--- src/rtl/vsm_ctrl_pkg.sv ---
// Shared types and sizing helpers for the vector-scalar MAC sequencer.
package vsm_ctrl_pkg;

  typedef enum logic [2:0] {
    ST_IDLE  = 3'd0,
    ST_CLEAR = 3'd1,
    ST_FEED  = 3'd2,
    ST_DRAIN = 3'd3,
    ST_DONE  = 3'd4
  } state_e;

  // Cycles spent waiting for the last product to show up at the array output.
  function automatic int unsigned drain_cycles(input int unsigned mac_latency);
    return 32'd2 + mac_latency;
  endfunction

  // Width of the shared beat/drain counter.
  function automatic int unsigned cnt_width(input int unsigned accumulations,
                                            input int unsigned drain);
    int unsigned m;
    m = (accumulations > drain) ? accumulations : drain;
    return $clog2(m + 32'd1);
  endfunction

endpackage

--- src/rtl/vsm_ctrl.sv ---
// Sequencer for one vector-scalar MAC array: clear, feed ACCUMULATIONS beats,
// drain the MAC pipeline, then hold the captured lanes on a valid/ready port.
module vsm_ctrl
  import vsm_ctrl_pkg::*;
#(
  parameter int unsigned SIZE          = 6,
  parameter int unsigned WIDTH         = 8,
  parameter int unsigned ACCUMULATIONS = 3,
  parameter int unsigned MAC_LATENCY   = 1,
  parameter int unsigned ADDR_W        = 8
) (
  input  logic                    clk,
  input  logic                    reset,
  input  logic                    start,
  input  logic [ADDR_W-1:0]       base_addr,
  output logic                    busy,
  output logic                    w_rd_en,
  output logic [ADDR_W-1:0]       w_addr,
  input  logic [WIDTH*SIZE-1:0]   w_data,
  output logic                    x_rd_en,
  output logic [ADDR_W-1:0]       x_addr,
  input  logic [WIDTH-1:0]        x_data,
  output logic                    vsm_clr,
  output logic [WIDTH*SIZE-1:0]   vsm_a,
  output logic [WIDTH-1:0]        vsm_b,
  input  logic [WIDTH*SIZE-1:0]   vsm_out,
  output logic [WIDTH*SIZE-1:0]   res_data,
  output logic                    res_valid,
  input  logic                    res_ready
);

  localparam int unsigned VEC_W        = WIDTH * SIZE;
  localparam int unsigned DRAIN_CYCLES = drain_cycles(MAC_LATENCY);
  localparam int unsigned CNT_W        = cnt_width(ACCUMULATIONS, DRAIN_CYCLES);

  state_e              state_q, state_d;
  logic [CNT_W-1:0]    cnt_q, cnt_d;
  logic [ADDR_W-1:0]   base_q, base_d;
  logic                beat_v_q, beat_v_d;
  logic                busy_q, busy_d;
  logic                rd_en_q, rd_en_d;
  logic [ADDR_W-1:0]   w_addr_q, w_addr_d;
  logic [ADDR_W-1:0]   x_addr_q, x_addr_d;
  logic [VEC_W-1:0]    vsm_a_q, vsm_a_d;
  logic [WIDTH-1:0]    vsm_b_q, vsm_b_d;
  logic [VEC_W-1:0]    res_data_q, res_data_d;
  logic                res_valid_q, res_valid_d;

  // Next state, counter and registered outputs derived from the upcoming state.
  always_comb begin
    state_d    = state_q;
    cnt_d      = cnt_q;
    base_d     = base_q;
    res_data_d = res_data_q;

    unique case (state_q)
      ST_IDLE: begin
        if (start) begin
          base_d  = base_addr;
          cnt_d   = '0;
          state_d = ST_CLEAR;
        end
      end
      ST_CLEAR: begin
        cnt_d   = '0;
        state_d = ST_FEED;
      end
      ST_FEED: begin
        if (cnt_q == CNT_W'(ACCUMULATIONS - 1)) begin
          cnt_d   = '0;
          state_d = ST_DRAIN;
        end else begin
          cnt_d = cnt_q + CNT_W'(1);
        end
      end
      ST_DRAIN: begin
        if (cnt_q == CNT_W'(DRAIN_CYCLES - 1)) begin
          cnt_d      = '0;
          res_data_d = vsm_out;
          state_d    = ST_DONE;
        end else begin
          cnt_d = cnt_q + CNT_W'(1);
        end
      end
      ST_DONE: begin
        if (res_ready) state_d = ST_IDLE;
      end
      default: state_d = ST_IDLE;
    endcase

    rd_en_d     = (state_d == ST_FEED);
    w_addr_d    = rd_en_d ? (base_d + ADDR_W'(cnt_d)) : '0;
    x_addr_d    = rd_en_d ? ADDR_W'(cnt_d) : '0;
    // Read data lands one cycle after the strobe; gate it so idle operands are zero.
    beat_v_d    = rd_en_q;
    vsm_a_d     = beat_v_q ? w_data : '0;
    vsm_b_d     = beat_v_q ? x_data : '0;
    busy_d      = (state_d != ST_IDLE);
    res_valid_d = (state_d == ST_DONE);
  end

  always_ff @(posedge clk) begin
    if (reset) begin
      state_q     <= ST_IDLE;
      cnt_q       <= '0;
      base_q      <= '0;
      beat_v_q    <= 1'b0;
      busy_q      <= 1'b0;
      rd_en_q     <= 1'b0;
      w_addr_q    <= '0;
      x_addr_q    <= '0;
      vsm_a_q     <= '0;
      vsm_b_q     <= '0;
      res_data_q  <= '0;
      res_valid_q <= 1'b0;
    end else begin
      state_q     <= state_d;
      cnt_q       <= cnt_d;
      base_q      <= base_d;
      beat_v_q    <= beat_v_d;
      busy_q      <= busy_d;
      rd_en_q     <= rd_en_d;
      w_addr_q    <= w_addr_d;
      x_addr_q    <= x_addr_d;
      vsm_a_q     <= vsm_a_d;
      vsm_b_q     <= vsm_b_d;
      res_data_q  <= res_data_d;
      res_valid_q <= res_valid_d;
    end
  end

  // Array clear follows reset directly so accumulators are wiped during reset.
  assign vsm_clr   = reset | (state_q == ST_CLEAR);
  assign busy      = busy_q;
  assign w_rd_en   = rd_en_q;
  assign x_rd_en   = rd_en_q;
  assign w_addr    = w_addr_q;
  assign x_addr    = x_addr_q;
  assign vsm_a     = vsm_a_q;
  assign vsm_b     = vsm_b_q;
  assign res_data  = res_data_q;
  assign res_valid = res_valid_q;

endmodule

--- config.mk ---
export PLATFORM = sky130hd
export DESIGN_NAME = vsm_ctrl
export DESIGN_NICKNAME = d
export VERILOG_FILES = /design/src/rtl/vsm_ctrl_pkg.sv /design/src/rtl/vsm_ctrl.sv
export SDC_FILE = /design/constraint.sdc
export NUM_CORES = 1
export LEC_CHECK = 0
export CAP_MARGIN = 20
export CORE_ASPECT_RATIO = 1.25
export CORE_UTILIZATION = 41
export CTS_BUF_LIST = sky130_fd_sc_hd__clkbuf_16
export DETAILED_ROUTE_END_ITERATION = 7
export PLACE_DENSITY = 0.87
export SLEW_MARGIN = 20
export SYNTH_ARGS = -nofsm -noshare
export SYNTH_HDL_FRONTEND = slang
export SYNTH_SLANG_ARGS = --single-unit
--- constraint.sdc ---
create_clock -name clk -period 3.5 [get_ports clk]
set_clock_uncertainty 0.05 [all_clocks]
set_input_delay 0.7 -clock clk [delete_from_list [all_inputs] [get_ports clk]]
set_output_delay 0.7 -clock clk [all_outputs]
set_load 0.01 [all_outputs]
==> results by group <==
Synth
  • Top post-synthesis cells by area: dfxtp_1, nand2_1, and2_1
  • Yosys warnings: 0
  • Synth Instances: 454
  • Sequential fraction of the synthesis area: 60.1%
  • Post-synth top flop: dfxtp_1
  • Top-count cell post-synth: dfxtp_1
  • EDFF count, synth: 0
  • #FFs+latches synth: 131
  • Top cell type's share of synthesized area: 60.1%
  • Cell taking the most area after synthesis: dfxtp_1
  • Synthesized area per cell: 9.61 sq um
  • Synth top cells by count: dfxtp_1, nand2_1, and2_1, a21oi_1, clkbuf_1
  • Cell area after synthesis: 4360 sq um
  • Synth cell types: 41
  • Ys async rst share: 0%

Pwr
  • Net Sw Frac: 21.7%
  • Logic pwr share: 8.1%
  • Power density over cell area: 479 nW/um^2
  • Switch Pwr: 0.761 mW
  • Seq pwr share: 43.8%
  • Leakage power: 2.75 nW
  • Clock power frac: 48.1%
  • Internal Power: 2.74 mW
  • VDD IR max: 0.000363 V

Timing
  • Hold Fails Final Rpt: 0
  • Fin Setup TNS: 0 ns
  • Min cycle time layout: 2.66 ns
  • Fmax: 376 MHz
  • WHS: 0.404 ns
  • Unrepaired setup endpoints after global routing: no
  • Pins Over Slew Limit: 0
  • Finish-stage setup viols: 0
  • Worst-margin pin slew: 0.846 ns
  • Final period util: 76.0%
  • Slew headroom: 43.6%

Outcome
  • Status: completed

Clock network
  • Hold Buf Count CTS: 0
  • Clk_lat worst skew: 0.41 ns
  • Clk buf depth: 2
  • Clock tree from TritonCTS: built
  • H-tree depth: 4
  • Clock Tree Root: clkbuf_16
  • Reg clk slew, reported paths: 0.05 ns
  • Clock Sinks: 131
  • CTS resizes: 0
  • Cts bufs inserted: 17
  • # Post-CTS Setup Buffers: 0

Worst hold path
  • Hold Crit Class: register to register

Cells and area
  • Final core utilization: 71.6%
  • Nets: 801
  • Diode count: 0
  • Layout cells sized above 1: 6.47%
  • Area Growth Syn to Fin: 67.4%

Placed design
  • Port Buffers: 234
  • Post-DP HPWL: 9090 microns
  • GP Congestion: 0.876

Die
  • Die Wd: 94.3 microns
  • Core Footprint: 10,200 sq um
  • Die height: 117 microns
  • Num rows: 41
  • Initial Util: 42.8%
  • Ports: 241
  • Die area: 11,100 sq um

Routing
  • Final WL: 12,400 microns
  • Routed len/inst: 15.0 microns
  • Routed Antenna Nets: 0
  • First-iteration detailed-routing DRC count: 96
  • Routed via count: 3,860
  • Number of remaining DRC errors: 0
  • Vias per std cell: 4.68
  • DR pass1 iterations: 4

Global route
  • Tot GR Track Use: 23.0%
  • Grt total ovfl: 0
  • Largest net degree at the start of global routing: 64
  • Initial antenna violation count: 0
  • First-pass GRT wire length: 19,200 microns
  • Vias in the first global route: 3,816

Setup path
  • Crit path kind: input pin to register
  • Worst Path Arrival: 2.90 ns
  • WP data required: 3.74 ns
  • Crit-path max FO: 5
  • CP Capture Type: register
  • Critical path launch point type: input pin

Run
  • Max_cap viols: 0
-- critical path: stages --
cell,delay [ns]
clkdlybuf4s50_1,0.52
nor3_1,0.06
or2_2,0.30
a22oi_1,0.27
inv_1,0.14
ha_1,0.31
a21oi_1,0.36
a21oi_1,0.11
mux2i_1,0.14
-- cells by family (layout without fill, tap and decap cells) --
family | Yosys count | count (layout) | share of synthesized area (%)
AO/OA/AOI/OAI | 64 | 64 | 7.86
XOR/XNOR | 2 | 2 | 0.401
adder cells (fa/ha/maj) | 3 | 3 | 1.03
buffers and inverters | 38 | 274 | 4.41
flip-flops | 131 | 131 | 60.1
multiplexers | 12 | 12 | 2.84
other | 1 | 6 | 0.0859
AND/OR/NAND/NOR | 203 | 203 | 23.3
-- sequential cells by signal, indices dropped and copies added, names as in the netlist --
register   flops
base_q         8
vsm_b          8
x_addr         2
cnt_q          2
res_valid      1
beat_v_q       1
w_addr         8
busy           1
res_data      48
state_q        3
vsm_a         48
w_rd_en        1
-- path summary, 6_finish.rpt --
path,slack (ns),from,end,cells after the start
worst max-delay path,0.84,start,w_addr[7]$_SDFF_PP0_,9
worst min-delay path,0.40,res_data[40]$_SDFFE_PP0P_,res_data[40]$_SDFFE_PP0P_,2
worst max register to register,1.06,state_q[1]$_SDFF_PP0_,w_addr[7]$_SDFF_PP0_,8
worst min register to register,0.40,res_data[40]$_SDFFE_PP0P_,res_data[40]$_SDFFE_PP0P_,2
-- cells in the final DEF, fill, tap and decap left out, types with 2 or more instances in the layout --
cell             Yosys  final
a21oi_1             54     54
and2_1              57     57
and3_1               4      4
buf_4                7      4
bufinv_16            0      2
clkbuf_16            0     17
clkdlybuf4s50_1      0    233
clkinv_2             0      5
clkinv_4             0      3
clkinvlp_4           0      2
conb_1               1      6
dfxtp_1            131    131
ha_1                 2      2
inv_1                4      5
mux2_2               3      3
mux2i_1              9      9
nand2_1             99     99
nand2b_1             3      3
nand3_1              3      3
nand3b_1             4      4
nand4b_1             2      2
nor2_1              13     13
nor2b_1              4      3
nor3_1               6      6
o21a_1               2      2
o21ai_0              2      2
-- power groups by stage --
stage | clock [mW] | sequential (mW) | combinational, mW
3_3_place_gp | 0 | 1.56 | 0.275
3_5_place_dp | 0 | 1.57 | 0.283
2_1_floorplan | 0 | 1.57 | 0.0979
6_report | 1.68 | 1.53 | 0.282
4_1_cts | 1.71 | 1.53 | 0.285
5_1_grt | 1.80 | 1.54 | 0.303
-- area by class of cell --
class | instances | area (sq um)
clock buffers | 17 | 425
repair buffers | 238 | 2370
well taps | 129 | 161
inverters | 4 | 15.0
flip-flops and latches | 131 | 2620
multi-input cells | 290 | 1570
clock inverters | 15 | 143
fillers | 725 | 2900
-- per-stage QoR --
| step | power, mW | setup slack, ns | instance area [sq um] | instances |
|---|---|---|---|---|
| detailed placement | 1.85 | 0.444 | 6740 | 792 |
| finish | 3.50 | 0.840 | 7310 | 824 |
| floorplan | 1.67 | 1.06 | 4380 | 459 |
| global placement | 1.84 | 0.520 | 6740 | 792 |
| CTS | 3.53 | 0.859 | 7310 | 824 |
| global route | 3.63 | 0.666 | 7310 | 824 |
-- per-layer routing --
layer	GRT usage [%]	up-vias	share of wire [%]
met2	41.9	162	54
met4	8.85	0	1.8
met1	23.6	1773	37
met5	0	-	0
met3	7.65	20	6.8
li1	-	1905	-
Power figures use the tool's default switching activity.
==> variant (same flow settings) <==
The 5 states of `state_e` get a one-hot encoding in 5 bits.
--- a/src/rtl/vsm_ctrl_pkg.sv
+++ b/src/rtl/vsm_ctrl_pkg.sv
@@ -2,10 +2,10 @@
 package vsm_ctrl_pkg;
 
-  typedef enum logic [2:0] {
-    ST_IDLE  = 3'd0,
-    ST_CLEAR = 3'd1,
-    ST_FEED  = 3'd2,
-    ST_DRAIN = 3'd3,
-    ST_DONE  = 3'd4
+  typedef enum logic [4:0] {
+    ST_IDLE  = 5'b00001,
+    ST_CLEAR = 5'b00010,
+    ST_FEED  = 5'b00100,
+    ST_DRAIN = 5'b01000,
+    ST_DONE  = 5'b10000
   } state_e;
 
Function: same outputs for any inputs over 10 cycles, from zero or initial values and one cycle with reset high; not proved beyond that.
==> variant against the unedited design <==
  * Via count up 11%
  * Sequential cell count increased by 2
  * Power decreased by 0.92%
  * Global-route usage shrank 0.61 points
  * Routed wire length increased by 5.9%
  * Design area increased by 4.0%
  * Area after synthesis grew 6.5%
  * Synthesized cell count is 10% higher
  * Worst setup slack worse by 0.22 ns
  * Critical path type unchanged
  * Critical endpoint is now w_addr[5]
  * Largest cell class unchanged
==> variant: results (changes against the unedited design) <==
Placed design
  – Routability cong.: 0.9093 (+3.8%)
  – Placed insts: 845 (+6.7%)
  – Placed Area: 7043 µm² (+4.5%)
  – DP HPWL: 9.704 mm (+6.8%)
  – Dpl ws: 0.2037 ns (-0.2405 ns)

Clocking
  – CTS root buffer: clkbuf_16
  – Clock tree buffer depth: 2 (unchanged)
  – Worst skew pair latency: 0.41 ns (about the same)

Synthesis
  – Most frequent cells after synthesis: 133 x dfxtp_1, 107 x nand2_1, 62 x a21oi_1
  – Unique masters post-synth: 47 (+15%)
  – Top post-synthesis cells by area: dfxtp_1 57%, nand2_1 8.6%, and2_1 7.5%, a21oi_1 6.7%, buf_4 1.6%
  – Sequential element share of the synthesized area: 57.28% (-2.8 points)
  – Synthesized area per cell: 9.278 µm² (-3.5%)

Worst setup path
  – WP data arrival: 3.15 ns (+0.25 ns)
  – Slowest stage delay, CP: 0.52 ns (about the same)
  – Reg2Reg Setup Slack: 0.75 ns (-0.31 ns)
  – Critical path peak fanout: 4 (-1)

STA
  – Worst-margin pin slew: 0.8749 ns (+0.02883 ns)
  – F_max: 0.3472 GHz (-7.7%)

GRT
  – GRT Total Usage: 22.41% (-0.61 points)
  – Vias in the first global route: 4,227 (+11%)
  – First-pass GRT wire length: 20.62 mm (+7.4%)
  – Largest net degree at the start of global routing: 48 (-25%)
  – Initial antenna violation count: 1 (+1)

Finish
  – Fin cells: 877 (+6.4%)
  – Fillers: 832 (+15%)
  – Multi-input gate area: 1792 µm² (+14%)
  – Layout cells sized above 1: 6.739% (+0.26 points)

Power
  – Pleak: 2.808 nW (+2.1%)
  – P_comb: 0.269 mW (-5%)
  – Clock Power: around 1.7 mW
  – Power Internal: 2.675 mW (-2.4%)
  – Max IR drop VDD: 0.2803 mV (-23%)

Route
  – DR WL/cell: 14.96 µm (-0.50%)
  – Via count: 4,269 (+11%)
  – First DRT Iteration DRCs: 122 (+27%)

Status
  – Status: finished, final reports clean

Min path
  – Hold/Removal Path Class: reg2reg
variant: logic make-up after synthesis:
group | Yosys count | share of synthesized area (%)
and+or+nand+nor | 213 | 22.93
DFF | 133 | 57.28
AOI/OAI and AO/OA | 99 | 12.25
buffers and inverters | 44 | 4.737
muxes | 6 | 1.373
adders and majority gates | 3 | 0.9690
xor gates and xnor gates | 2 | 0.3769
other | 1 | 0.08068
variant: path summary, 6_finish.rpt:
kind         depth (start not counted)         start            to
min reg2reg                          2  res_data[27]  res_data[27]
max reg2reg                          9    state_q[3]     w_addr[5]
min                                  2  res_data[27]  res_data[27]
max                                 11         start     w_addr[5]
variant: final cells by class:
type                       count  area share, %
clock inverter                15          1.729
tap                          135          2.223
multi-input combinational    329          23.58
clock buffer                  17          5.598
sequential                   133          35.03
timing repair buffer         242          31.54
inverter                       6         0.2963
variant: worst max-delay path: cells and delay by family:
kind	cells	cell delay (ns)
adders and majority gates	1	0.33
AOI/OAI and AO/OA	5	1.05
muxes	1	0.27
and+or+nand+nor	2	0.12
buffers and inverters	2	0.68
variant: per-stage QoR:
step | power [mW] | hold slack (ns)
final | 3.468 | 0.4006
after global routing | 3.603 | 0.4193
after CTS | 3.503 | 0.4039
after detailed placement | 1.845 | 0.3958
after global placement | 1.840 | 0.3908
after floorplan | 1.680 | 0.4245
variant: metal layers:
layer | routed length (µm) | up-vias | GRT usage (%)
li1 | - | 2104 | -
met1 | 4957 | 1937 | 23.56
met2 | 6724 | 201 | 39.79
met3 | 1096 | 27 | 8.929
met4 | 345 | 0 | 9.283
met5 | 0 | - | 0
